`config.mk`:
```
export PLATFORM = sky130hd
export DESIGN_NAME = switch_debouncer
export DESIGN_NICKNAME = d
export VERILOG_FILES = /design/src/rtl/switch_pkg.sv /design/src/rtl/debounce_bit.sv /design/src/rtl/switch_debouncer.sv
export SDC_FILE = /design/constraint.sdc
export NUM_CORES = 1
export LEC_CHECK = 0
export ABC_CLOCK_PERIOD_IN_PS = 1900
export CORE_ASPECT_RATIO = 0.5
export CORE_MARGIN = 5
export CORE_UTILIZATION = 29
export CTS_CLUSTER_DIAMETER = 50
export DETAILED_ROUTE_END_ITERATION = 6
export GPL_ROUTABILITY_DRIVEN = 0
export PLACE_DENSITY = 0.44
export SYNTH_ARGS = -nofsm -noshare
export SYNTH_HDL_FRONTEND = slang
export SYNTH_SLANG_ARGS = --single-unit
```
`constraint.sdc`:
```
create_clock -name clk_clk -period 1.9 [get_ports clk_clk]
set_input_delay 0.38 -clock clk_clk [delete_from_list [all_inputs] [get_ports clk_clk]]
set_output_delay 0.38 -clock clk_clk [all_outputs]
set_load 0.01 [all_outputs]
```
`src/rtl/switch_pkg.sv`:
```
// Shared definitions for the slide-switch debouncer: defaults, counter sizing
// and the per-bit qualification state encoding.
package switch_pkg;

    localparam int unsigned N_SW_DEFAULT            = 32'd5;
    localparam int unsigned DEBOUNCE_CYCLES_DEFAULT = 32'd500000;

    typedef enum logic [0:0] {
        IDLE    = 1'b0,
        QUALIFY = 1'b1
    } db_state_e;

    // Bits needed to count 0..cycles-1; never narrower than one bit.
    function automatic int unsigned cnt_width(input int unsigned cycles);
        int unsigned w;
        w = 32'd1;
        for (int unsigned k = 32'd1; k < 32'd32; k++) begin
            if ((64'd1 << k) < 64'(cycles)) begin
                w = k + 32'd1;
            end
        end
        return w;
    endfunction

endpackage

```
`src/rtl/debounce_bit.sv`:
```
// One switch channel: 2-flop synchronizer followed by a stability counter that
// only flips the accepted state after DEBOUNCE_CYCLES unbroken differing cycles.
module debounce_bit
    import switch_pkg::*;
#(
    parameter int unsigned DEBOUNCE_CYCLES = DEBOUNCE_CYCLES_DEFAULT
) (
    input  logic clk,
    input  logic rst_n,
    input  logic raw,
    output logic stable,
    output logic accept
);
    localparam int unsigned          CNT_W    = cnt_width(DEBOUNCE_CYCLES);
    localparam logic [CNT_W-1:0]     LAST_CNT = CNT_W'(DEBOUNCE_CYCLES - 32'd1);

    logic             sync1_r;
    logic             sync2_r;
    db_state_e        state_r;
    db_state_e        state_s;
    logic [CNT_W-1:0] cnt_r;
    logic [CNT_W-1:0] cnt_s;
    logic             stable_r;
    logic             stable_s;
    logic             accept_s;

    // Metastability guard on the asynchronous pin.
    always_ff @(posedge clk or negedge rst_n) begin
        if (!rst_n) begin
            sync1_r <= 1'b0;
            sync2_r <= 1'b0;
        end else begin
            sync1_r <= raw;
            sync2_r <= sync1_r;
        end
    end

    // Qualification state, counter and accepted level.
    always_ff @(posedge clk or negedge rst_n) begin
        if (!rst_n) begin
            state_r  <= IDLE;
            cnt_r    <= {CNT_W{1'b0}};
            stable_r <= 1'b0;
        end else begin
            state_r  <= state_s;
            cnt_r    <= cnt_s;
            stable_r <= stable_s;
        end
    end

    // Any cycle where the synchronized pin agrees with the accepted level
    // aborts qualification, so a bounce restarts the count from scratch.
    always_comb begin
        state_s  = state_r;
        cnt_s    = cnt_r;
        stable_s = stable_r;
        accept_s = 1'b0;
        case (state_r)
            IDLE: begin
                if (sync2_r != stable_r) begin
                    state_s = QUALIFY;
                    cnt_s   = CNT_W'(1'b1);
                end else begin
                    cnt_s   = {CNT_W{1'b0}};
                end
            end
            QUALIFY: begin
                if (sync2_r == stable_r) begin
                    state_s = IDLE;
                    cnt_s   = {CNT_W{1'b0}};
                end else if (cnt_r == LAST_CNT) begin
                    state_s  = IDLE;
                    cnt_s    = {CNT_W{1'b0}};
                    stable_s = ~stable_r;
                    accept_s = 1'b1;
                end else begin
                    cnt_s = cnt_r + CNT_W'(1'b1);
                end
            end
            default: begin
                state_s = IDLE;
                cnt_s   = {CNT_W{1'b0}};
            end
        endcase
    end

    assign stable = stable_r;
    assign accept = accept_s;

endmodule

```
`src/rtl/switch_debouncer.sv`:
```
// N-channel slide-switch debouncer with sticky toggle capture and a maskable
// level interrupt, fronting the platform switches PIO.
module switch_debouncer
    import switch_pkg::*;
#(
    parameter int unsigned N_SW            = N_SW_DEFAULT,
    parameter int unsigned DEBOUNCE_CYCLES = DEBOUNCE_CYCLES_DEFAULT
) (
    input  logic            clk_clk,
    input  logic            reset_reset_n,
    input  logic [N_SW-1:0] sw_raw,
    output logic [N_SW-1:0] sw_stable,
    output logic            sw_changed,
    output logic [N_SW-1:0] edge_capture,
    input  logic [N_SW-1:0] edge_clear,
    input  logic [N_SW-1:0] irq_mask,
    output logic            irq
);
    logic [N_SW-1:0] accept_s;
    logic [N_SW-1:0] toggled_r;
    logic [N_SW-1:0] edge_capture_r;
    logic            sw_changed_r;
    logic            irq_r;

    for (genvar i = 0; i < N_SW; i++) begin : g_bit
        debounce_bit #(
            .DEBOUNCE_CYCLES(DEBOUNCE_CYCLES)
        ) u_bit (
            .clk    (clk_clk),
            .rst_n  (reset_reset_n),
            .raw    (sw_raw[i]),
            .stable (sw_stable[i]),
            .accept (accept_s[i])
        );
    end

    // Change pulse lands with the new sw_stable; capture follows a cycle
    // later, and a fresh toggle overrides a coincident clear.
    always_ff @(posedge clk_clk or negedge reset_reset_n) begin
        if (!reset_reset_n) begin
            sw_changed_r   <= 1'b0;
            toggled_r      <= {N_SW{1'b0}};
            edge_capture_r <= {N_SW{1'b0}};
            irq_r          <= 1'b0;
        end else begin
            sw_changed_r   <= |accept_s;
            toggled_r      <= accept_s;
            edge_capture_r <= (edge_capture_r & ~edge_clear) | toggled_r;
            irq_r          <= |(edge_capture_r & irq_mask);
        end
    end

    assign sw_changed   = sw_changed_r;
    assign edge_capture = edge_capture_r;
    assign irq          = irq_r;

endmodule

```
==> metrics.cfg <==
[run_status]
status = completed

[job]
maxCapViolCount = 0

[die]
io_pins = 29
die_width_um = 210
dieArea_um2 = 23000
fp.dieH_um = 110
row_count = 36
core_area_um2 = 19500
start_util_pct = 29.6

[pwr]
ir_worst_vdd_v = 0.000607
p_leak_nw = 2.95
power_per_cell_area_nw_per_um2 = 852
total_power_w = 0.00596

[logic_synthesis]
yosysMostFrequentCell = dfrtp_1
synthDistinctLibCells = 46
yosys.area.top_type_share_pct = 55.0
synth_ff_type = dfrtp_1
synth_top_family_by_area = simple AND/OR/NAND/NOR gates
synth_compound_area_share_pct = 2.73
synth-edff-count = 0
yosys_register_bits = 127
synthArstFlopShare_pct = 100
synth_top_area_cell = dfrtp_1
synth_mux_area_share_pct = 0
synthSimpleGateAreaFrac_pct = 24.1
synthXorXnorAreaFrac_pct = 14.4
syn_avg_cell_area_um2 = 10.5
synthesis.area_um2 = 5770
synth_common_cells = 127 x dfrtp_1, 108 x nor2_1, 52 x xor2_1
postSynthCellCount = 549
synthTopCellsByArea = dfrtp_1 55%, xor2_1 7.9%, nor2_1 7.0%
yosys_warnings = 0
ys_seq_area_share_pct = 55.0
synthAdderAreaFrac_pct = 1.08
syn_nets = 571

[clock_network]
clkLatencyLatePin_ps = 410
clockBufferDepth = 2
cts_tree = done
cts-buffers-inserted = 17
htreeDepth = 4
root_buffer = clkbuf_16
clk_pin_slew_ps = 50
cts_sinks = 127

[cells_and_area]
drive_gt1_share_pct = 10.1
layout.cells.non_filler = 881
seqCellArea_um2 = 3180
fillCellCount = 1910
final_util_pct = 35.9
fin_nets = 625
diodes = 0
syn_to_final_growth_pct = 21.3
multi_input_area_um2 = 2450

[placed_design]
pre_cts_ws_ps = 145
place_hpwl_mm = 7.83
io_buffers = 28
place_inst = 849

[global_route]
grt.overflow.total = 0
antenna_found_initial = 0
grt_pass1_wl_mm = 20.0
track_usage_pct = 10.8
grt_max_degree = 46
grt_pass1_vias = 4067

[critical_path]
cpMaxStageDelayCell = clkdlybuf4s50_1
r2r_start = g_bit[4].u_bit.cnt_r[0]
cp.arrival_ps = 1440
worstRegToRegCells = 5
path_cells = clkdlybuf4s50_1
critPathRequiredTime_ps = 1520
ff2ff_setup_slack_ps = 170
critPathKind = reg -> out
crit_path_max_fanout = 3
cp_num_buf_inv = 1
rr_endpoint = g_bit[4].u_bit.stable
startpoint_type = register
slowest_delay_ps = 580
crit_path_end_kind = output pin
crit_family = buffers and inverters

[route]
vias_per_cell = 4.48
avgRoutedWirePerCell_um = 12.8
ant_nets = 0
drcViolationCount = 0
drt_iter0_drc = 198
dr.pass1.iters = 4
wirelength_mm = 11.3
via_count = 3950

[timing]
setup_slack_ps = 77.1
finalCriticalPeriod_ps = 1820
clock_skew_ps = 10.8
fin_crit_sh_pct = 95.9
slew_viol_final = 0
fmax_mhz = 549
tns_ps = 0
rsz0062_at_grt = false
final-setup-viol-count = 0
final-hold-violation-count = 0
tightest_slew_ps = 494
relSlewSlack_pct = 66.7

[worst_hold_path]
hold_path_class = reg -> reg
min_to = g_bit[2].u_bit.sync2_r
min_path_cells = 0
worstHoldStart = g_bit[2].u_bit.sync1_r

[routing by layer]
layer	GRT usage, %	vias to the layer above	part of all wire [%]
met5	0	-	0
met4	4.33	0	1.1
met3	2.62	11	2.5
met2	16.8	33	46
met1	14.5	1949	51
li1	-	1957	-
[flip-flops by register name, indices dropped and copies added (netlist names)]
name	cells
sw_changed	1
g_bit.u_bit.sync2_r	5
g_bit.u_bit.cnt_r	95
g_bit.u_bit.stable	5
edge_capture	5
toggled_r	5
g_bit.u_bit.state_r	5
irq	1
g_bit.u_bit.sync1_r	5
[area by class of cell]
cell class | count | area share, %
flip-flops and latches | 127 | 45.4
multi-input cells | 395 | 35.0
repair buffers | 48 | 6.74
clock buffers | 23 | 6.40
well taps | 266 | 4.75
clock inverters | 8 | 0.965
inverters | 14 | 0.751
[layout by cell type (no fill, tap or decap), types with 5 or more instances in the layout]
master,Yosys,routed
xnor2_1,41,41
a21o_1,5,5
nor4_1,6,6
inv_1,14,14
xor2_1,52,52
clkbuf_16,0,17
clkinv_2,0,6
and4_1,5,5
nand2b_1,6,6
ha_1,5,5
nand2_1,30,30
clkbuf_1,1,6
clkdlybuf4s50_1,0,27
nand3_1,46,46
o22ai_1,5,5
and3_1,14,14
nor3_1,14,13
buf_4,7,16
dfrtp_1,127,127
nor2_1,108,108
nand4_1,15,15
[worst max-delay path by stage]
stage | cells past startpoint | start | slack (ps) | end
6_report | 1 | g_bit[4].u_bit.stable | 80 | sw_stable[4]
3_5_place_dp | 5 | g_bit[2].u_bit.cnt_r[10] | 150 | g_bit[2].u_bit.cnt_r[0]
2_1_floorplan | 9 | g_bit[1].u_bit.cnt_r[0] | 160 | g_bit[1].u_bit.cnt_r[10]
4_1_cts | 1 | g_bit[4].u_bit.stable | 30 | sw_stable[4]
3_3_place_gp | 6 | g_bit[3].u_bit.cnt_r[0] | 160 | sw_changed
5_1_grt | 1 | g_bit[4].u_bit.stable | 20 | sw_stable[4]
[kinds of logic (layout without fill, tap and decap cells)]
logic type / count (synthesis) / in the layout
DFF: 127 / 127
adders and majority gates: 5 / 5
buffers and inverters: 27 / 93
xor gates and xnor gates: 94 / 94
AOI/OAI and AO/OA: 21 / 21
and+or+nand+nor: 275 / 275
[report_power, final]
| part | internal [W] | total (W) | switching [W] |
|---|---|---|---|
| combinational | 0.000108 | 0.000257 | 0.000149 |
| sequential | 0.00275 | 0.00279 | 0.0000353 |
| clock | 0.00178 | 0.00292 | 0.00114 |
| total | 0.00464 | 0.00596 | 0.00133 |
[repair_timing]
item,4_1_cts,5_1_grt
setup endpoints to repair,0,3
hold buffers,1,0
buffers inserted,0,0
gates resized for setup,0,1
hold endpoints to repair,42,0
[metrics by stage]
step / hold WS, ps / cell area [um^2]
after floorplan: 84.4 / 5770
after global routing: 352 / 7000
final: 345 / 7000
after CTS: 349 / 7000
after global placement: 333 / 6470
after detailed placement: 335 / 6470
Power figures use the tool's default switching activity.
